### config.mk
export PLATFORM = sky130hd
export DESIGN_NAME = alu_sequencer
export DESIGN_NICKNAME = d
export VERILOG_FILES = /design/src/rtl/alu_sequencer.sv
export SDC_FILE = /design/constraint.sdc
export NUM_CORES = 1
export LEC_CHECK = 0
export ABC_AREA = 1
export ABC_CLOCK_PERIOD_IN_PS = 3600
export CAP_MARGIN = 20
export CORE_MARGIN = 4
export CORE_UTILIZATION = 50
export CTS_CLUSTER_DIAMETER = 50
export DETAILED_ROUTE_END_ITERATION = 6
export GPL_TIMING_DRIVEN = 0
export PLACE_DENSITY = 0.84
export REMOVE_ABC_BUFFERS = 1
export SLEW_MARGIN = 10
export SYNTH_ARGS = -nofsm -noshare
export SYNTH_HDL_FRONTEND = slang
export SYNTH_SLANG_ARGS = --single-unit
### constraint.sdc
create_clock -name clk -period 3.6 [get_ports clk]
set_input_delay 0.72 -clock clk [delete_from_list [all_inputs] [get_ports clk]]
set_output_delay 0.72 -clock clk [all_outputs]
set_load 0.005 [all_outputs]
### src/rtl/alu_sequencer.sv
// alu_sequencer: command FIFO feeding an in-order EXEC/WB controller that drives the
// register bank addresses, its write port and the ALU select.
module alu_sequencer #(
  parameter int unsigned WIDTH = 8,
  parameter int unsigned DEPTH = 4
) (
  input  logic                   clk,
  input  logic                   reset,
  input  logic                   cmd_valid,
  output logic                   cmd_ready,
  input  logic [1:0]             cmd_op,
  input  logic                   cmd_src,
  input  logic [1:0]             cmd_ra,
  input  logic [1:0]             cmd_rb,
  input  logic [1:0]             cmd_rd,
  input  logic [3:0]             cmd_imm,
  input  logic                   halt,
  output logic [1:0]             rf_addr_a,
  output logic [1:0]             rf_addr_b,
  output logic [1:0]             rf_addr_wr,
  output logic                   rf_wr_en,
  output logic [WIDTH-1:0]       rf_wr_data,
  input  logic [WIDTH-1:0]       rf_doa,
  input  logic [WIDTH-1:0]       rf_dob,
  output logic [1:0]             alu_sel,
  input  logic [WIDTH-1:0]       alu_out,
  input  logic                   alu_carry,
  input  logic                   alu_zero,
  output logic [WIDTH-1:0]       result,
  output logic                   carry_flag,
  output logic                   zero_flag,
  output logic                   done,
  output logic                   busy,
  output logic [$clog2(DEPTH):0] fifo_count
);

  localparam int unsigned PtrW = $clog2(DEPTH);
  localparam logic [PtrW:0] FullCount = (PtrW + 1)'(DEPTH);

  typedef struct packed {
    logic [1:0] op;
    logic       src;
    logic [1:0] ra;
    logic [1:0] rb;
    logic [1:0] rd;
    logic [3:0] imm;
  } cmd_t;

  typedef enum logic [1:0] {StIdle, StExec, StWb} state_e;

  state_e            state_q, state_d;
  cmd_t              mem_q [DEPTH];
  cmd_t              cmd_in;
  cmd_t              cur_q;
  logic [PtrW-1:0]   wr_ptr_q, rd_ptr_q;
  logic [PtrW:0]     count_q;
  logic [WIDTH-1:0]  result_q;
  logic              carry_q, zero_q;
  logic              full, empty, push, pop;

  // Operand data goes straight from the bank to the ALU; only ALU results come back here.
  logic unused_rd_data;
  assign unused_rd_data = ^{rf_doa, rf_dob};

  assign cmd_in = '{op: cmd_op, src: cmd_src, ra: cmd_ra, rb: cmd_rb, rd: cmd_rd, imm: cmd_imm};

  assign full      = (count_q == FullCount);
  assign empty     = (count_q == '0);
  assign cmd_ready = !full && !reset;
  assign push      = cmd_valid && cmd_ready;
  assign pop       = ((state_q == StIdle) || (state_q == StWb)) && !empty && !halt && !reset;

  always_comb begin
    state_d = state_q;
    unique case (state_q)
      StIdle:  if (pop) state_d = StExec;
      StExec:  state_d = StWb;
      StWb:    state_d = pop ? StExec : StIdle;
      default: state_d = StIdle;
    endcase
  end

  always_ff @(posedge clk) begin
    if (reset) begin
      state_q <= StIdle;
    end else begin
      state_q <= state_d;
    end
  end

  // Storage carries no reset; occupancy is tracked solely by the pointers and count.
  always_ff @(posedge clk) begin
    if (push) begin
      mem_q[wr_ptr_q] <= cmd_in;
    end
  end

  always_ff @(posedge clk) begin
    if (reset) begin
      wr_ptr_q <= '0;
      rd_ptr_q <= '0;
      count_q  <= '0;
      cur_q    <= '0;
    end else begin
      if (push) begin
        wr_ptr_q <= wr_ptr_q + PtrW'(1);
      end
      if (pop) begin
        cur_q    <= mem_q[rd_ptr_q];
        rd_ptr_q <= rd_ptr_q + PtrW'(1);
      end
      if (push && !pop) begin
        count_q <= count_q + (PtrW + 1)'(1);
      end else if (!push && pop) begin
        count_q <= count_q - (PtrW + 1)'(1);
      end
    end
  end

  always_ff @(posedge clk) begin
    if (reset) begin
      result_q <= '0;
      carry_q  <= 1'b0;
      zero_q   <= 1'b0;
    end else if (state_q == StExec) begin
      if (cur_q.src) begin
        result_q <= {{(WIDTH - 4){1'b0}}, cur_q.imm};
      end else begin
        result_q <= alu_out;
        carry_q  <= alu_carry;
        zero_q   <= alu_zero;
      end
    end
  end

  // cur_q only changes on a pop, which always enters EXEC, so driving the addresses and
  // select straight from it gives the hold-last-value behaviour outside EXEC.
  assign rf_addr_a  = cur_q.ra;
  assign rf_addr_b  = cur_q.rb;
  assign alu_sel    = cur_q.op;
  assign rf_addr_wr = cur_q.rd;
  assign rf_wr_data = result_q;

  // Gated by reset so a WB interrupted by reset never commits to the bank.
  assign rf_wr_en   = (state_q == StWb) && !reset;
  assign done       = (state_q == StWb) && !reset;
  assign busy       = (state_q != StIdle) && !reset;

  assign result     = result_q;
  assign carry_flag = carry_q;
  assign zero_flag  = zero_q;
  assign fifo_count = count_q;

  count_bound_a: assert property (@(posedge clk) disable iff (reset) count_q <= FullCount);

endmodule

==> results of run 1 <==
-- final timing paths --
kind / from / endpoint / cells past startpoint
max: reset / fifo_count[2] / 14
min: result[5] / result[5] / 2
max reg2reg: fifo_count[0] / fifo_count[2] / 12
min reg2reg: result[5] / result[5] / 2
-- stage by stage --
step	util [%]	worst slack, ns
finish	61.5	0.335
global placement	58.4	-0.338
floorplan	-	0.967
global route	61.5	0.123
CTS	61.4	0.0137
detailed placement	59.1	-0.371
-- kinds of logic after synthesis --
logic type | share of synthesized area (%)
and+or+nand+nor | 21.5
DFF | 58.9
adders and majority gates | 2.21
buffers and inverters | 14.2
AOI/OAI and AO/OA | 2.94
xor gates and xnor gates | 0.234
-- registers in the layout, indices dropped and copies added, names as in the netlist --
| name | count |
|---|---|
| result | 8 |
| rf_addr_wr | 2 |
| wr_ptr_q | 2 |
| fifo_count | 3 |
| mem_q | 52 |
| carry_flag | 1 |
| state_q | 2 |
| rf_addr_a | 2 |
| rf_addr_b | 2 |
| cur_q | 5 |
| rd_ptr_q | 2 |
| alu_sel | 2 |
| zero_flag | 1 |
-- cells in the mapped netlist --
cell	count	share of area, %
ha_1	5	1.7
clkbuf_1	2	0.20
edfxtp_1	52	42
buf_1	2	0.20
xor2_1	1	0.23
dfxtp_1	32	17
nor2_1	44	4.4
inv_2	2	0.20
buf_4	19	3.8
clkbuf_2	1	0.13
nand4_1	1	0.17
nor2_4	1	0.30
nor3_1	1	0.13
o21ai_0	7	0.94
nor2_2	1	0.17
inv_1	82	8.2
nand2_1	120	12
a21oi_1	15	2.0
fa_1	1	0.54
buf_2	6	0.80
nand3_1	31	4.1
buf_6	2	0.60
nand2_2	1	0.17
-- routing by layer --
metal | vias up | routed length (um)
met5 | - | 0
met4 | 0 | 199
met3 | 17 | 389
met2 | 57 | 3690
met1 | 1215 | 2690
li1 | 1380 | -
-- worst register-to-register path, stage by stage (launching register included) --
cell and delay, ns:
dfxtp_1 0.37, nor2_2 0.16, nand2_1 0.11, nand2_2 0.44, ha_1 0.27, inv_1 0.07
fa_1 0.38, inv_1 0.07, nand2_1 0.05, nand3_1 0.08, nand2_1 0.05, nand2_1 0.06
nor2_1 0.04
-- area by class of cell --
| cell class | count | area (um^2) | area share (%) |
|---|---|---|---|
| flip-flops and latches | 84 | 2200 | 49.4 |
| multi-input cells | 229 | 1010 | 22.6 |
| inverters | 84 | 315 | 7.07 |
| clock inverters | 7 | 48.8 | 1.09 |
| repair buffers | 63 | 636 | 14.3 |
| clock buffers | 9 | 124 | 2.78 |
| well taps | 99 | 124 | 2.78 |
-- power groups by stage --
stage	clock [mW]	sequential (mW)	combinational, mW
final	0.597	1.16	0.432
after global routing	0.652	1.17	0.489
after CTS	0.612	1.16	0.436
after detailed placement	0	1.18	0.433
after global placement	0	1.18	0.411
after floorplan	0	1.18	0.226
-- repair_timing --
action,CTS,global route
resized for setup,0,1
hold buffers,0,0
setup endpoints to repair,0,2
==> impl_metrics.py, run 1 <==
metrics = {
    "timing": {
        "hold_violations": 0,
        "period_share_pct": 90.7,
        "whs_ns": 0.485,
        "finalSetupViolCount": 0,
        "rsz0062_at_grt": "no",
        "worst_slew_pin_slew_ns": 1.08,
        "period_minus_slack_ns": 3.27,
        "fin_skew_ns": 0.0125,
        "relSlewSlack_pct": 27.8,
        "fin_tns_setup_ns": 0,
        "max_freq_mhz": 306,
        "finalMaxSlewViolations": 0,
    },
    "placement": {
        "dp_hpwl_um": 4820,
        "gp_congestion": 0.834,
        "placed_cell_area_mm2": 0.00428,
        "port_buffers": 59,
        "dp.cells": 559,
    },
    "floorplanning": {
        "core-area_mm2": 0.00725,
        "die_h_um": 94.5,
        "dieWidth_um": 94.5,
        "num_io_pins": 76,
        "start_util_pct": 51.6,
        "std_cell_rows": 31,
        "dieArea_mm2": 0.00893,
    },
    "power_and_ir_drop": {
        "combinationalPowerShare_pct": 19.8,
        "p_int_mw": 1.56,
        "power_frac_seq_pct": 52.9,
        "ir_drop_mv": 0.195,
        "totalPowerFinal_mw": 2.19,
        "p_leak_nw": 2.01,
        "netSwitchingPower_mw": 0.629,
        "p_per_area_mw_per_mm2": 491,
        "swShare_pct": 28.7,
        "pwr-share-clk_pct": 27.3,
    },
    "synth": {
        "yosysWarningCount": 0,
        "synth_area_per_cell_um2": 8.72,
        "seq_area_frac_synth_pct": 58.9,
        "synth_cells": 429,
        "ys_seq_elements": 84,
        "yosys.cell_types.count": 23,
        "synth_area_mm2": 0.00374,
    },
    "global_route": {
        "grt_max_degree": 31,
        "antenna_found_initial": 0,
        "grt_util_met1_pct": 16.1,
        "globalRouteTotalUtil_pct": 16.5,
        "overflow": 0,
        "grt.met2_usage_pct": 31.6,
        "grt_pass1_wl_um": 11300,
        "first_global_vias": 2644,
        "use_met3_pct": 4.22,
        "busiest_layer": "met2",
    },
    "final_layout": {
        "finalInstanceArea_mm2": 0.00446,
        "mostFrequentLayoutCell": "nand2_1",
        "final_nets": 520,
        "most-common-layout-cells": "nand2_1 (119), inv_1 (82), clkdlybuf4s50_1 (59)",
        "fin_cells": 575,
        "nFillCells": 583,
        "diodes": 0,
        "area_growth_pct": 19.2,
        "final_layout_size_suffix_gt1_share_pct": 5.25,
    },
    "status": {
        "status": "completed",
    },
    "worst_setup_path": {
        "max_stage_delay_ns": 0.76,
        "crit_path_start_kind": "input port",
        "crit_buf_inv": 4,
        "cpMostUsedCell": "nand2_1",
        "cp.required_ns": 3.85,
        "path_delay_family": "buffers and inverters",
        "crit_chain": "clkdlybuf4s50_1 > inv_2 > nand2_2 > nor2_4 > nand2_2 > ha_1 > inv_1 > fa_1 > inv_1 > nand2_1 > nand3_1 > nand2_1 > nand2_1 > nor2_1",
        "crit_slowest_cell": "clkdlybuf4s50_1",
        "worstPathMaxFanout": 29,
        "crit_arrival_ns": 3.51,
        "endpoint_kind": "register",
        "path_class": "input port to register",
        "rrSetupSlack_ns": 1.34,
    },
    "min_path": {
        "hp-class": "register to register",
    },
    "clocking": {
        "path_clk_slew_ns": 0.09,
        "clockBufferDepth": 2,
        "cts_root_buf": "clkbuf_8",
        "cts_setup_buffers": 0,
        "cts_buffers": 9,
        "cts.sinks": 84,
        "cts_tree": "yes",
        "clkLatencyLatePin_ns": 0.36,
        "cts-htree-levels": 3,
    },
    "route": {
        "drt_iter0_drc": 95,
        "vias": 2669,
        "first_pass_iters": 4,
        "vias_per_cell": 4.64,
        "ant_nets": 0,
        "wl_per_cell_um": 12.1,
        "drc": 0,
        "drt_wl_total_um": 6970,
    },
    "flow_run": {
        "max_cap_violations": 0,
    },
}
Power figures use the tool's default switching activity.
==> inputs of run 2 (changes only) <==
==> constraint.sdc (replaced) <==
create_clock -name clk -period 3.6 [get_ports clk]
set_input_delay 0.72 -clock clk [delete_from_list [all_inputs] [get_ports clk]]
set_output_delay 0.72 -clock clk [all_outputs]
set_load 0.01 [all_outputs]
==> results of run 2 <==
The final DEF is identical to that of run 1. Status: completed.
Main changes from that run: total power 2.19 mW -> 2.21 mW
